## src/rtl/onehot_capture_if.sv

```systemverilog
// Bus bundle between a 2-to-4 decoder source and the one-hot capture stage.
interface onehot_capture_if #(
    parameter int unsigned CW = 8
);
    logic          start;
    logic          clear;
    logic          sample;
    logic          D3;
    logic          D2;
    logic          D1;
    logic          D0;
    logic [1:0]    rd_sel;
    logic          Y1;
    logic          Y0;
    logic          vld;
    logic          err;
    logic          busy;
    logic [CW-1:0] cnt;
    logic [CW-1:0] err_cnt;

    modport master (
        output start, clear, sample, D3, D2, D1, D0, rd_sel,
        input  Y1, Y0, vld, err, busy, cnt, err_cnt
    );

    modport slave (
        input  start, clear, sample, D3, D2, D1, D0, rd_sel,
        output Y1, Y0, vld, err, busy, cnt, err_cnt
    );
endinterface

```

## src/rtl/onehot_capture.sv

```systemverilog
// Captures one-hot decoder lines on a strobe, re-encodes them to a 2-bit index,
// keeps saturating per-line hit counters and flags non-one-hot patterns.
module onehot_capture #(
    parameter int unsigned CW          = 8,
    parameter bit          HALT_ON_ERR = 1'b1
) (
    input  logic             clk,
    input  logic             rst,
    onehot_capture_if.slave  bus
);
    localparam int unsigned NLINES = 4;

    typedef enum logic [1:0] {
        IDLE = 2'd0,
        RUN  = 2'd1,
        HALT = 2'd2
    } state_t;

    state_t        state;
    state_t        state_next;
    logic [3:0]    d;
    logic          one_hot;
    logic [1:0]    idx;
    logic          cap_ok;
    logic          cap_bad;
    logic [1:0]    y_q;
    logic          vld_q;
    logic          err_q;
    logic          busy_q;
    logic [CW-1:0] hit_q [NLINES];
    logic [CW-1:0] err_cnt_q;

    assign d = {bus.D3, bus.D2, bus.D1, bus.D0};

    // Encode the line pattern; anything other than a single high line is bad.
    always_comb begin
        one_hot = 1'b0;
        idx     = 2'd0;
        case (d)
            4'b0001: begin one_hot = 1'b1; idx = 2'd0; end
            4'b0010: begin one_hot = 1'b1; idx = 2'd1; end
            4'b0100: begin one_hot = 1'b1; idx = 2'd2; end
            4'b1000: begin one_hot = 1'b1; idx = 2'd3; end
            default: begin one_hot = 1'b0; idx = 2'd0; end
        endcase
    end

    // Next state and capture decode; clear beats start beats sample.
    always_comb begin
        state_next = state;
        cap_ok     = 1'b0;
        cap_bad    = 1'b0;
        if (bus.clear) begin
            state_next = IDLE;
        end else begin
            case (state)
                IDLE: begin
                    if (bus.start) state_next = RUN;
                end
                RUN: begin
                    if (bus.sample) begin
                        if (one_hot) begin
                            cap_ok = 1'b1;
                        end else begin
                            cap_bad = 1'b1;
                            if (HALT_ON_ERR) state_next = HALT;
                        end
                    end
                end
                HALT: begin
                    state_next = HALT;
                end
                default: begin
                    state_next = IDLE;
                end
            endcase
        end
    end

    // State register.
    always_ff @(posedge clk or posedge rst) begin
        if (rst) state <= IDLE;
        else     state <= state_next;
    end

    // Capture datapath: index, strobe, sticky error and saturating counters.
    always_ff @(posedge clk or posedge rst) begin
        if (rst) begin
            y_q       <= 2'd0;
            vld_q     <= 1'b0;
            err_q     <= 1'b0;
            busy_q    <= 1'b0;
            err_cnt_q <= '0;
            for (int i = 0; i < int'(NLINES); i++) hit_q[i] <= '0;
        end else if (bus.clear) begin
            y_q       <= 2'd0;
            vld_q     <= 1'b0;
            err_q     <= 1'b0;
            busy_q    <= 1'b0;
            err_cnt_q <= '0;
            for (int i = 0; i < int'(NLINES); i++) hit_q[i] <= '0;
        end else begin
            vld_q  <= cap_ok;
            busy_q <= (state_next == RUN);
            if (cap_ok) begin
                y_q <= idx;
                if (hit_q[idx] != {CW{1'b1}}) hit_q[idx] <= hit_q[idx] + CW'(1);
            end
            if (cap_bad) begin
                err_q <= 1'b1;
                if (err_cnt_q != {CW{1'b1}}) err_cnt_q <= err_cnt_q + CW'(1);
            end
        end
    end

    assign bus.Y1      = y_q[1];
    assign bus.Y0      = y_q[0];
    assign bus.vld     = vld_q;
    assign bus.err     = err_q;
    assign bus.busy    = busy_q;
    assign bus.err_cnt = err_cnt_q;
    assign bus.cnt     = hit_q[bus.rd_sel];
endmodule

```

## src/flat_wrapper.sv

```systemverilog
// flat-port wrapper written by rule: the top's interface ports become plain ports
module onehot_capture_flat 
#(
    parameter int unsigned CW          = 8,
    parameter bit          HALT_ON_ERR = 1'b1
)
  (clk, rst, bus_start, bus_clear, bus_sample, bus_D3, bus_D2, bus_D1, bus_D0, bus_rd_sel, bus_Y1, bus_Y0, bus_vld, bus_err, bus_busy, bus_cnt, bus_err_cnt);
  onehot_capture_if #(.CW(CW)) bus_i ();
  input  logic clk;
  input  logic rst;
  input wire logic [$bits(bus_i.start)-1:0] bus_start;
  input wire logic [$bits(bus_i.clear)-1:0] bus_clear;
  input wire logic [$bits(bus_i.sample)-1:0] bus_sample;
  input wire logic [$bits(bus_i.D3)-1:0] bus_D3;
  input wire logic [$bits(bus_i.D2)-1:0] bus_D2;
  input wire logic [$bits(bus_i.D1)-1:0] bus_D1;
  input wire logic [$bits(bus_i.D0)-1:0] bus_D0;
  input wire logic [$bits(bus_i.rd_sel)-1:0] bus_rd_sel;
  output wire logic [$bits(bus_i.Y1)-1:0] bus_Y1;
  output wire logic [$bits(bus_i.Y0)-1:0] bus_Y0;
  output wire logic [$bits(bus_i.vld)-1:0] bus_vld;
  output wire logic [$bits(bus_i.err)-1:0] bus_err;
  output wire logic [$bits(bus_i.busy)-1:0] bus_busy;
  output wire logic [$bits(bus_i.cnt)-1:0] bus_cnt;
  output wire logic [$bits(bus_i.err_cnt)-1:0] bus_err_cnt;
  assign bus_i.start = bus_start;
  assign bus_i.clear = bus_clear;
  assign bus_i.sample = bus_sample;
  assign bus_i.D3 = bus_D3;
  assign bus_i.D2 = bus_D2;
  assign bus_i.D1 = bus_D1;
  assign bus_i.D0 = bus_D0;
  assign bus_i.rd_sel = bus_rd_sel;
  assign bus_Y1 = bus_i.Y1;
  assign bus_Y0 = bus_i.Y0;
  assign bus_vld = bus_i.vld;
  assign bus_err = bus_i.err;
  assign bus_busy = bus_i.busy;
  assign bus_cnt = bus_i.cnt;
  assign bus_err_cnt = bus_i.err_cnt;
  onehot_capture #(.CW(CW), .HALT_ON_ERR(HALT_ON_ERR)) u_core (.clk(clk), .rst(rst), .bus(bus_i));
endmodule
```

## config.mk

```make
export PLATFORM = sky130hd
export DESIGN_NAME = onehot_capture_flat
export DESIGN_NICKNAME = d
export VERILOG_FILES = /design/src/rtl/onehot_capture_if.sv /design/src/rtl/onehot_capture.sv /design/src/flat_wrapper.sv
export SDC_FILE = /design/constraint.sdc
export NUM_CORES = 1
export LEC_CHECK = 0
export BUFFER_PORTS_ARGS = -buffer_cell sky130_fd_sc_hd__buf_2
export CORE_MARGIN = 2
export CORE_UTILIZATION = 40
export CTS_BUF_LIST = sky130_fd_sc_hd__clkbuf_4 sky130_fd_sc_hd__clkbuf_8 sky130_fd_sc_hd__clkbuf_16
export DETAILED_ROUTE_END_ITERATION = 16
export PLACE_DENSITY = 0.64
export REMOVE_ABC_BUFFERS = 1
export SLEW_MARGIN = 20
export SYNTH_ARGS = -nofsm -noshare
export SYNTH_HDL_FRONTEND = slang
export SYNTH_SLANG_ARGS = --single-unit
export TNS_END_PERCENT = 10
```

## constraint.sdc

```tcl
create_clock -name clk -period 3.6 [get_ports clk]
set_input_delay 0.72 -clock clk [delete_from_list [all_inputs] [get_ports clk]]
set_output_delay 0.72 -clock clk [all_outputs]
set_load 0.01 [all_outputs]
```

==> results.md <==
* Status: complete, no violations
* Slew margin rel. at 0.3305
* Slowest stage cell, crit path: nor3_1
* Post-Route Setup TNS at 0 ns
* GRT Resource Usage Total at 0.1964
* Post-Route WL at 6664 microns
* Fillers at 586
* Flop pwr share at 0.470
* Worst hold stages at 1
* I/O Buffers at 31
* Post-synth EDFFs at 0
* Sequential area share after synthesis at 0.4463
* Net Sw Frac at 0.2687
* DIE WIDTH at 85.17 microns
* Die area at 0.007253 sq mm
* Post-synthesis area per instance at 10.84 sq um
* Crit path setup slack, layout at 0.2992 ns
* Setup Skew at 0.01043 ns
* Crit-path most repeated cell: a22o_1
* WP data arrival at 3.54 ns
* Psw at 322.6 uW
* Largest net degree at the start of global routing at 48
* Vias at 2,108
* Warnings, synthesis at 0
* Final Hold Slack at 0.4884 ns
* Critical path depth in cells at 12
* Fin crit share at 0.9169
* Max frequency at 303.0 MHz
* Max IR drop VDD at 156.3 uV
* Worst EP required at 3.84 ns
* RSZ-0062 raised after global routing: no
* Crit-path leading delay family: simple AND/OR/NAND/NOR gates
* Clock H-tree levels at 2
* Total gr overflow at 0
* Worst slew pin tran at 0.9967 ns
* Min Tclk post-route at 3.301 ns
* First-pass GRT wire length at 11,070 microns
* Post-CTS Setup Bufs at 0
* Power Density at 384.2 mW/mm^2
* Initial DRC count at 212
* Layout area overhead at 18.57%
* Via density at 5.697
* CTS tree: built
* Max-Cap Viols at 0
* Pleak at 0.001466 uW
* Worst setup SP type: primary input
* Path category of the worst min-delay check: reg -> reg
* Clk pin slew, worst setup/hold paths at 0.09 ns
* Clock Power Share at 0.339
* Final setup fails at 0
* IO Count at 32
* Post-Syn Area at 0.002635 sq mm
* Initial antenna violation count at 0
* Vias in the first global route at 2,060
* HPWL after DPL at 4953 microns
* Combinational power share at 0.191
* Critical path peak fanout at 15
* Inserted Diodes at 0
* Final Hold Viols at 0
* Reg2Reg Setup Slack at 0.68 ns
* CTS Root Cell: clkbuf_8
* Worst path cell trace: buf_2 > nor2b_1 > a22o_1 > a222oi_1 > inv_1 > ha_1 > o21a_1 > o211ai_1 > or3_1 > nor2_1 > nor3_1 > a22o_1
* Crit path capture type: flop
* CP max stage delay at 0.76 ns
* CTS sink count at 47
* Cells after Synth at 243
* Rows at 29
* Ys async rst share at 1.000
* Routability cong. at 0.8889
* Worst Reg-to-Reg Cells at 10
* Share of cells above drive strength 1 at 0.2833
* Core footprint at 0.006350 sq mm
* Pre-Repair DR Iteration Count at 4
* WL per Instance at 18.01 microns
* Yosys reg bits at 47
* Worst path bufs/invs at 2
* Hold Buf Count CTS at 0
* Yosys top cell by area: dfrtp_1
* Final ANT Viol Nets at 0
* Starting Density at 0.4150
* Ys flop type: dfrtp_1
* # DRC at 0
* TritonCTS buffer count at 5
* Int Pwr at 877.9 uW
* Setup CP Type: in -> reg
* Pre-CTS worst setup slack at 0.06302 ns
* Max clock buf depth at 2
* Share of the synthesized area in the top cell type at 0.4463
* Post-CTS Resized at 0
* Die height at 85.17 microns
* Clock latency reported for the late side of the worst-skew pair at 0.30 ns
* Synth area leaders: dfrtp_1 (45%), mux4_2 (6.8%), a22o_1 (6.6%)
* # nets final at 305
* Number of library cell types mapped by synthesis at 45
* Slew Limit Fails at 0
[worst reg2reg max path: stages (launching register included)]
cell and delay, ns:
dfrtp_1 0.42, a22o_1 0.20, a222oi_1 0.37, inv_1 0.11
ha_1 0.24, o21a_1 0.11, o211ai_1 0.11, or3_1 0.19
nor2_1 0.07, nor3_1 0.76, a22o_1 0.27
[state kept, by name (all words and copies together) (netlist names)]
name	count
u_core.bus.vld	1
u_core.bus.busy	1
u_core.hit_q	32
u_core.bus.err	1
u_core.bus.err_cnt	8
u_core.y_q	2
u_core.state	2
[kinds of logic (layout without fill, tap and decap cells)]
logic type | after synthesis | count (layout) | synth area share
adder cells (fa/ha/maj) | 2 | 2 | 0.009495
AND/OR/NAND/NOR | 78 | 78 | 0.1652
multiplexers | 15 | 15 | 0.1064
XOR/XNOR | 18 | 18 | 0.05983
buffers and inverters | 19 | 69 | 0.03039
flip-flops | 47 | 47 | 0.4463
AO/OA/AOI/OAI | 64 | 64 | 0.1823
[worst paths after layout]
| kind | startpoint | endpoint |
|---|---|---|
| max in group asynchronous | rst | u_core.hit_q[30] |
| min reg2reg | u_core.y_q[1] | u_core.y_q[1] |
| max reg2reg | u_core.hit_q[0] | u_core.hit_q[19] |
| min | u_core.y_q[1] | u_core.y_q[1] |
| max | bus_D3 | u_core.hit_q[19] |
| min in group asynchronous | rst | u_core.hit_q[18] |
[cell type report]
class                           instances  area [sq um]  area share
Multi-Input combinational cell        177          1379      0.4413
Sequential cell                        47          1176      0.3765
Timing Repair Buffer                   54         327.8      0.1049
Tap cell                               77         96.34     0.03084
Clock buffer                            6         82.58     0.02643
Clock inverter                          2         35.03     0.01121
Inverter                                7         27.53    0.008811
[routing by layer]
metal | global-route usage | up-vias | part of all wire
met4 | 0.04762 | 0 | 0.015
met2 | 0.3068 | 47 | 0.48
met5 | 0 | - | 0
met3 | 0.02918 | 8 | 0.034
met1 | 0.2888 | 1038 | 0.47
li1 | - | 1015 | -
[placed cells by master, fill, tap and decap left out, types with 2 or more instances in the layout]
cell type,count
clkbuf_8,6
or3_1,2
nor4_1,2
nand2_1,13
dfrtp_1,47
clkinv_2,2
o21ai_1,3
mux2_4,6
o211ai_1,3
o221ai_1,4
o21ai_0,15
o221ai_2,2
nand4_1,2
inv_1,6
o22ai_1,2
nand2b_1,2
nor3b_1,15
buf_4,23
xor2_1,12
a22o_1,20
xnor2_1,6
nor2b_1,3
and2_1,2
nor2_1,21
nor3_1,7
buf_2,31
a21oi_1,5
mux4_2,8
a32o_1,2
and3_1,3
ha_1,2
a21o_1,2
[Yosys cell counts, drive strengths merged, types with 6 or more instances]
master / instances
nor2: 21
o21ai: 18
nor3: 7
o221ai: 6
mux4: 8
xnor2: 6
nand2: 13
mux2: 6
dfrtp: 47
buf: 7
inv: 7
xor2: 12
nor3b: 15
a22o: 20
[per-stage QoR]
step | area [sq um] | power [uW] | std cells | utilization
floorplan | 2581 | 708.5 | 231 | -
global route | 3124 | 1256 | 370 | 0.4920
CTS | 3123 | 1213 | 370 | 0.4918
detailed placement | 3005 | 804.5 | 362 | 0.4733
global placement | 3005 | 800.7 | 362 | 0.4733
finish | 3124 | 1200 | 370 | 0.4920
[power groups by stage]
stage               registers, uW  logic (uW)  clock network (uW)
detailed placement            575         230                   0
global route                  567         253                 436
finish                        564         229                 407
floorplan                     570         139                   0
global placement              574         227                   0
CTS                           564         231                 418
(Power assumes the default switching activity.)
